File: config.mk
export PLATFORM = sky130hd
export DESIGN_NAME = flag_gen_serial
export DESIGN_NICKNAME = d
export VERILOG_FILES = /design/src/rtl/flag_gen_serial.sv
export SDC_FILE = /design/constraint.sdc
export NUM_CORES = 1
export LEC_CHECK = 0
export CELL_PAD_IN_SITES_DETAIL_PLACEMENT = 1
export CELL_PAD_IN_SITES_GLOBAL_PLACEMENT = 1
export CORE_ASPECT_RATIO = 1.25
export CORE_MARGIN = 5
export CORE_UTILIZATION = 30
export CTS_BUF_LIST = sky130_fd_sc_hd__clkbuf_4
export CTS_CLUSTER_SIZE = 12
export DETAILED_ROUTE_END_ITERATION = 10
export HOLD_SLACK_MARGIN = 0.08
export PLACE_DENSITY = 0.74
export SETUP_SLACK_MARGIN = 0.3
export SYNTH_ARGS = -nofsm -noshare
export SYNTH_HDL_FRONTEND = slang
export SYNTH_SLANG_ARGS = --single-unit
export TNS_END_PERCENT = 1
File: constraint.sdc
create_clock -name clk -period 9.1 [get_ports clk]
set_clock_uncertainty 0.15 [all_clocks]
set_input_delay 1.365 -clock clk [delete_from_list [all_inputs] [get_ports clk]]
set_output_delay 1.365 -clock clk [all_outputs]
set_load 0.005 [all_outputs]
File: src/rtl/flag_gen_serial.sv
// Serial A - B subtractor computing A + ~B + 1 one SLICE-bit slice per cycle.
// Publishes the difference and NZCV flags through a valid/ready handshake.
module flag_gen_serial #(
  parameter int WIDTH = 16,
  parameter int SLICE = 4
) (
  input  logic             clk,
  input  logic             reset,
  input  logic             start,
  input  logic [WIDTH-1:0] A,
  input  logic [WIDTH-1:0] B,
  output logic             busy,
  output logic             valid,
  input  logic             ready,
  output logic [WIDTH-1:0] D,
  output logic             Z,
  output logic             N,
  output logic             C,
  output logic             V
);

  localparam int NS = WIDTH / SLICE;
  localparam int CW = (NS > 1) ? $clog2(NS) : 1;

  typedef enum logic [1:0] {
    IDLE = 2'd0,
    SUB  = 2'd1,
    HOLD = 2'd2
  } state_t;

  // One slice of the ripple adder; bit SLICE is the carry-out.
  function automatic logic [SLICE:0] slice_add(input logic [SLICE-1:0] a,
                                               input logic [SLICE-1:0] b,
                                               input logic             cin);
    return {1'b0, a} + {1'b0, b} + {{SLICE{1'b0}}, cin};
  endfunction

  state_t           state_r;
  logic [CW-1:0]    cnt_r;
  logic             carry_r;
  logic             zacc_r;
  logic [WIDTH-1:0] a_r;
  logic [WIDTH-1:0] nb_r;
  logic [WIDTH-1:0] d_r;
  logic             busy_r, valid_r, z_r, n_r, c_r, v_r;

  int               base_s;
  logic [SLICE-1:0] a_slice_s;
  logic [SLICE-1:0] nb_slice_s;
  logic [SLICE:0]   sum_s;
  logic             msb_cin_s;
  logic             slice_zero_s;
  logic             last_s;

  // Current slice arithmetic; MSB carry-in is recovered from the sum bit.
  always_comb begin
    base_s       = int'(cnt_r) * SLICE;
    a_slice_s    = a_r[base_s +: SLICE];
    nb_slice_s   = nb_r[base_s +: SLICE];
    sum_s        = slice_add(a_slice_s, nb_slice_s, carry_r);
    msb_cin_s    = sum_s[SLICE-1] ^ a_slice_s[SLICE-1] ^ nb_slice_s[SLICE-1];
    slice_zero_s = (sum_s[SLICE-1:0] == {SLICE{1'b0}});
    last_s       = (cnt_r == CW'(NS - 1));
  end

  // Control FSM, slice datapath and registered result/flags.
  always_ff @(posedge clk or negedge reset) begin
    if (!reset) begin
      state_r <= IDLE;
      cnt_r   <= {CW{1'b0}};
      carry_r <= 1'b1;
      zacc_r  <= 1'b1;
      a_r     <= {WIDTH{1'b0}};
      nb_r    <= {WIDTH{1'b0}};
      d_r     <= {WIDTH{1'b0}};
      busy_r  <= 1'b0;
      valid_r <= 1'b0;
      z_r     <= 1'b0;
      n_r     <= 1'b0;
      c_r     <= 1'b0;
      v_r     <= 1'b0;
    end else begin
      case (state_r)
        IDLE: begin
          if (start) begin
            a_r     <= A;
            nb_r    <= ~B;
            carry_r <= 1'b1;
            zacc_r  <= 1'b1;
            cnt_r   <= {CW{1'b0}};
            busy_r  <= 1'b1;
            state_r <= SUB;
          end else begin
            state_r <= IDLE;
          end
        end
        SUB: begin
          d_r[base_s +: SLICE] <= sum_s[SLICE-1:0];
          carry_r <= sum_s[SLICE];
          zacc_r  <= zacc_r & slice_zero_s;
          if (last_s) begin
            c_r     <= sum_s[SLICE];
            v_r     <= msb_cin_s ^ sum_s[SLICE];
            n_r     <= sum_s[SLICE-1];
            z_r     <= zacc_r & slice_zero_s;
            cnt_r   <= {CW{1'b0}};
            busy_r  <= 1'b0;
            valid_r <= 1'b1;
            state_r <= HOLD;
          end else begin
            cnt_r <= cnt_r + {{(CW-1){1'b0}}, 1'b1};
          end
        end
        HOLD: begin
          // A start while stalled is ignored; it only counts alongside ready.
          if (ready) begin
            valid_r <= 1'b0;
            if (start) begin
              a_r     <= A;
              nb_r    <= ~B;
              carry_r <= 1'b1;
              zacc_r  <= 1'b1;
              cnt_r   <= {CW{1'b0}};
              busy_r  <= 1'b1;
              state_r <= SUB;
            end else begin
              state_r <= IDLE;
            end
          end else begin
            state_r <= HOLD;
          end
        end
        default: begin
          state_r <= IDLE;
          busy_r  <= 1'b0;
          valid_r <= 1'b0;
        end
      endcase
    end
  end

  assign busy  = busy_r;
  assign valid = valid_r;
  assign D     = d_r;
  assign Z     = z_r;
  assign N     = n_r;
  assign C     = c_r;
  assign V     = v_r;

endmodule
==> metrics.cfg, run 1 <==
[run_status]
status = finished clean

[pwr]
power_frac_comb_pct = 50.7
switching_share_pct = 43.30
p_per_area_nw_per_um2 = 365.6
power.share.clock_pct = 13.8
vdd_drop_max_v = 0.0001196
power.switching_w = 0.0005700
seq_power_share_pct = 35.5
p_int_w = 0.0007465
p_leak_nw = 1.641

[placement]
place_congestion = 0.7655
dpl.hpwl_mm = 5.336
post_dp_cell_area_um2 = 3471
dpl.cell_count = 445
portBuffers = 57

[yosys]
syn_area_per_cell_um2 = 10.21
synthesis.nets = 319
yosysTopAreaCell = dfrtp_1
synthTopCellsByArea = dfrtp_1, nand2_1, mux4_2
synth_ff_type = dfrtp_1
ys_seq_area_share_pct = 54.17
synth_cells = 272
yosysTopAreaCellShare_pct = 52.28
synth-edff-count = 0
yosysWarnings = 0
async_reset_ff_share_pct = 100.0
ys_ff_latch = 60
synth_cell_types = 30
syn_area_um2 = 2776

[cells_and_area]
final_core_util_pct = 39.67
layout-drive-gt1-share_pct = 8.284
instances_no_fill = 461
diodes = 0
layout-area-overhead-vs-synth_pct = 29.70
fill_cells = 1064
final_cell_area_um2 = 3601
num-nets-final = 380
seq_area_um2 = 1504
multi_input_area_um2 = 1180

[cts]
htree_levels = 3
postCtsSetupBuffers = 0
clkTransAtPathRegs_ps = 100
cts_hold_buf = 0
cts_tree = yes
cts-buffers-inserted = 9
clkLatencyLatePin_ps = 400
cts.path.max_buffers = 2
cts.repair.resized = 0
clock_sinks = 60
root_buffer = clkbuf_4

[floorplanning]
fp-row-count = 39
fp.dieW_um = 96.05
chipHeight_um = 117.6
num_io_pins = 58
dieArea_um2 = 11290
start_util_pct = 30.59
core_um2 = 9076

[worst_setup_path]
required_ps = 9300
setup.worst_path.end_class = flop
cp.arrival_ps = 3590
path_buf_inv = 0
crit_path_max_fanout = 15
crit_slowest_cell = dfrtp_1
cp_slowest_stage_delay_ps = 830
cp_cell_sequence = mux4_2 -> fa_1 -> and3_1 -> nor3_1 -> nor2_1 -> o31ai_1 -> a22o_1
path_delay_family = simple AND/OR/NAND/NOR gates
startpoint_type = flop
crit_type = reg -> reg

[routing]
viasPerCell = 4.738
first_pass_iters = 4
drtAntennaViolNets = 0
vias = 2184
post_drt_wl_per_cell_um = 15.23
drc = 0
drt_iter0_markers = 54
wl_mm = 7.021

[timing]
finalHoldViolations = 0
slew-limit-headroom_pct = 48.21
max_freq_mhz = 294.5
finalCritPeriodShare_pct = 37.32
tightest_slew_ps = 776.9
final.setup.tns_ps = 0
finalMaxSlewViolations = 0
period_needed_ps = 3396
holdWs_ps = 330.9
setup_viol = 0
rsz0062_at_grt = no

[job]
cap_viol_max_count = 0

[global_routing]
antenna_found_initial = 0
grt_max_degree = 61
grt_pass1_wl_mm = 11.81
first_global_vias = 2405
grt_usage_pct = 13.28
grt-ovfl-total = 0

[worst_hold_path]
hold_path.class = reg -> reg

-- cell usage after synthesis, types with 2 or more instances --
master	count
nor2_1	5
nand2b_1	3
o31ai_1	4
and3_1	3
nand3b_1	2
a21oi_1	7
inv_1	12
nor3_1	4
a21o_1	3
a22o_1	12
mux4_2	8
o41ai_1	2
dfrtp_1	58
nand3_1	5
dfstp_2	2
fa_1	2
ha_1	9
o21ai_0	28
clkbuf_1	4
nor2b_1	3
nand2_1	83
buf_2	5
-- cell type report --
class	instances	share of cell area, %
Sequential cell	60	41.77
Multi-Input combinational cell	190	32.77
Timing Repair Buffer	60	16.33
Tap cell	123	4.274
Clock buffer	10	2.085
Clock inverter	6	1.529
Inverter	12	1.251
-- cell usage in the layout, fill, tap and decap left out, drive strengths merged, types with 5 or more instances in the layout --
cell            n
nand2          83
dfrtp          58
clkdlybuf4s50  56
o21ai          28
inv            12
a22o           12
clkbuf         10
ha              9
mux4            8
a21oi           7
nor2            5
nand3           5
-- path summary, 6_finish.rpt --
path | start | end | slack, ps | cells after the start
setup reg to reg | cnt_r[0] | zacc_r | 5700 | 7
max in group asynchronous | reset | busy | 7310 | 2
min in group asynchronous | reset | state_r[0] | 960 | 2
hold / removal | V | V | 330 | 2
hold reg to reg | V | V | 330 | 2
setup / recovery | cnt_r[0] | zacc_r | 5700 | 7
-- kinds of logic after synthesis --
group | Yosys count | synth area share, %
fa+ha+maj | 11 | 5.498
simple gates | 111 | 16.76
buf+inv | 22 | 3.335
compound gates | 60 | 13.75
flops | 60 | 54.17
mux | 8 | 6.489
-- power groups by stage --
stage	Sequential (W)	Combinational, W	Clock, W
global placement	0.000472	0.000632	0
global route	0.000485	0.000745	0.000201
CTS	0.000471	0.000676	0.000187
finish	0.000467	0.000667	0.000182
floorplan	0.000432	0.000459	0
detailed placement	0.000477	0.000672	0
-- tightest hold or removal path, stage by stage, from the launching register on --
cell and delay, ps:
dfrtp_1 350, nand2_1 50, nand3_1 50
-- routing by layer --
metal | up-vias | share of wire (%) | GRT usage (%)
met4 | 0 | 1.1 | 4.004
met2 | 46 | 53 | 23.20
li1 | 1058 | - | -
met1 | 1074 | 42 | 15.71
met5 | - | 0 | 0
met3 | 6 | 3.9 | 3.197
-- state kept, by name, summed over array words and instances, names as in the netlist, 2 cells and up --
| signal | cells |
|---|---|
| state_r | 2 |
| nb_r | 16 |
| D | 16 |
| a_r | 16 |
| cnt_r | 2 |
-- metrics by stage --
stage          worst slack (ps)  total power [W]
2_1_floorplan              6239        0.0008910
3_3_place_gp               5853         0.001103
3_5_place_dp               5709         0.001148
4_1_cts                    5687         0.001334
5_1_grt                    5419         0.001432
6_report                   5704         0.001316
(Power assumes the default switching activity.)
==> run 2, diff against run 1 <==
- PLACE_DENSITY: 0.74 -> 0.76
- clock period: 9.1 -> 3.1 ns (I/O delays scaled with it)
==> run 2 against run 1 <==
First-iteration DRC count up 87%; global-route usage increased by 0.39 points; non-clock buffer count is 8 higher; fmax grew 26%; design area is 3.0% higher; highest routed layer unchanged.
==> metrics.cfg, run 2 (synthesized netlist as in run 1, its figures left out) <==
[run_status]
status = finished clean

[routing]
first_pass_iters = 4  ; unchanged
wl_mm = 7.137  ; +1.7%
post_drt_wl_per_cell_um = 15.22  ; about the same
drc = 0  ; unchanged
vias = 2251  ; +3.1%
drt_iter0_markers = 101  ; +87%
drtAntennaViolNets = 0  ; unchanged
viasPerCell = 4.800  ; +1.3%

[floorplanning]
dieArea_um2 = 11290  ; unchanged
start_util_pct = 30.59  ; unchanged
fp.dieW_um = 96.05  ; unchanged
chipHeight_um = 117.6  ; unchanged
num_io_pins = 58  ; unchanged
fp-row-count = 39  ; unchanged
core_um2 = 9076  ; unchanged

[worst_setup_path]
crit_type = reg -> reg
setup.worst_path.end_class = flop
cp.arrival_ps = 2840  ; -750 ps
r2r_cells = 9  ; +2
reg2reg_slack_ps = 410  ; -5300 ps
crit_path_max_fanout = 4  ; -11
r2r-start = cnt_r[0]
required_ps = 3250  ; -6050 ps
startpoint_type = flop
r2r-end = V

[pwr]
seq_power_share_pct = 32.0  ; -3.5 points
p_int_w = 0.002404  ; +220%
switching_share_pct = 42.62  ; -0.68 points
power_frac_comb_pct = 55.2  ; +4.5 points
p_per_area_nw_per_um2 = 1129  ; +210%
total_power_w = 0.004189  ; +220%
vdd_drop_max_v = 0.0004377  ; +270%
power.share.clock_pct = 12.7  ; -1.1 points
power.switching_w = 0.001786  ; +210%
p_leak_nw = 1.681  ; +2.4%

[cells_and_area]
num-nets-final = 388  ; +2.1%
fill_cells = 1058  ; -0.56%
final_cell_area_um2 = 3710  ; +3.0%
final_common_cell = nand2_1
seq_area_um2 = 1505  ; about the same
layout-area-overhead-vs-synth_pct = 33.62
layout_common_cells = nand2_1, dfrtp_1, clkdlybuf4s50_1, o21ai_0
diodes = 0  ; unchanged
multi_input_area_um2 = 1225  ; +3.8%
layout-drive-gt1-share_pct = 12.43  ; +4.1 points

[timing]
rsz0062_at_grt = yes
max_freq_mhz = 371.5  ; +26%
setup_viol = 0  ; unchanged
period_needed_ps = 2692  ; -703.7 ps
slew-limit-headroom_pct = 35.65  ; -13 points
finalMaxSlewViolations = 0  ; unchanged
final.setup.tns_ps = 0  ; unchanged
finalCritPeriodShare_pct = 86.84  ; +50 points
tightest_slew_ps = 965.2  ; +188.3 ps
finalHoldViolations = 0  ; unchanged
setup_ws_ps = 408.0  ; -5296 ps

[placement]
portBuffers = 57  ; unchanged
dpl.hpwl_mm = 5.336  ; about the same
preCtsSetupSlack_ps = 200.8  ; -5508 ps
post_dp_cell_area_um2 = 3506  ; +1.0%
place_congestion = 0.8378  ; +9.4%

[worst_hold_path]
holdPathStages = 2  ; unchanged
min_to = a_r[10]
hold_path.class = reg -> reg
hold_start = a_r[10]

[cts]
clkLatencyLatePin_ps = 420  ; +20 ps
cts_tree = yes
cts-buffers-inserted = 9  ; unchanged
clock_sinks = 60  ; unchanged
cts.path.max_buffers = 2  ; unchanged
htree_levels = 3  ; unchanged
root_buffer = clkbuf_4
clkTransAtPathRegs_ps = 110  ; about the same

[job]
cap_viol_max_count = 0  ; unchanged

[global_routing]
grt_max_degree = 50  ; -18%
grt_pass1_wl_mm = 11.92  ; +1.0%
grt_usage_pct = 13.67  ; +0.39 points
grt-ovfl-total = 0  ; unchanged
first_global_vias = 2428  ; +0.96%
antenna_found_initial = 0  ; unchanged

run 2: layer usage:
metal | track usage [%] | up-vias | wire [um]
met3 | 4.540 | 13 | 354
li1 | - | 1077 | -
met2 | 22.38 | 54 | 3653
met5 | 0 | - | 0
met1 | 16.45 | 1107 | 2986
met4 | 4.893 | 0 | 142
run 2: repair_timing:
item | CTS | global route
setup endpoints to repair | 2 | 6
hold buffers | 1 | 0
buffers inserted | 0 | 3
endpoints found under the hold margin | 39 | 0
pin swaps | 0 | 2
resized for setup | 1 | 8
run 2: worst max-delay path: stages (launching register included):
cell and delay [ps]:
dfrtp_2 420, mux4_2 530, fa_2 380, inv_1 80
fa_2 190, nor2b_1 80, o21a_1 200, or3_4 330
o211ai_1 110, nand3_1 90
run 2: final cells by class:
| class | count | area share (%) |
|---|---|---|
| Inverter | 12 | 1.214 |
| Sequential cell | 60 | 40.57 |
| Tap cell | 123 | 4.148 |
| Multi-Input combinational cell | 190 | 33.02 |
| Clock inverter | 6 | 1.484 |
| Clock buffer | 10 | 2.024 |
| Timing Repair Buffer | 68 | 17.54 |
run 2: power by group through the flow:
stage          Clock [W]  Sequential [W]  Combinational [W]
2_1_floorplan          0         0.00127            0.00136
3_3_place_gp           0         0.00136            0.00194
3_5_place_dp           0         0.00137            0.00205
4_1_cts         0.000555         0.00135            0.00209
5_1_grt         0.000595         0.00139            0.00257
6_report        0.000534         0.00134            0.00231
run 2: per-stage QoR:
stage          hold slack [ps]  util, %  instances
2_1_floorplan            19.41        -        272
3_3_place_gp             310.9    38.63        449
3_5_place_dp             317.1    38.63        449
4_1_cts                  340.5    40.20        466
5_1_grt                  358.1    40.87        469
6_report                 336.1    40.87        469
run 2: how the worst max path moves through the flow:
stage	start	to	slack (ps)	cells after the start
final	cnt_r[0]	V	410	9
after global routing	cnt_r[0]	V	270	9
after CTS	cnt_r[0]	zacc_r	300	8
after detailed placement	cnt_r[0]	zacc_r	200	8
after global placement	cnt_r[0]	zacc_r	370	8
after floorplan	cnt_r[0]	V	250	10
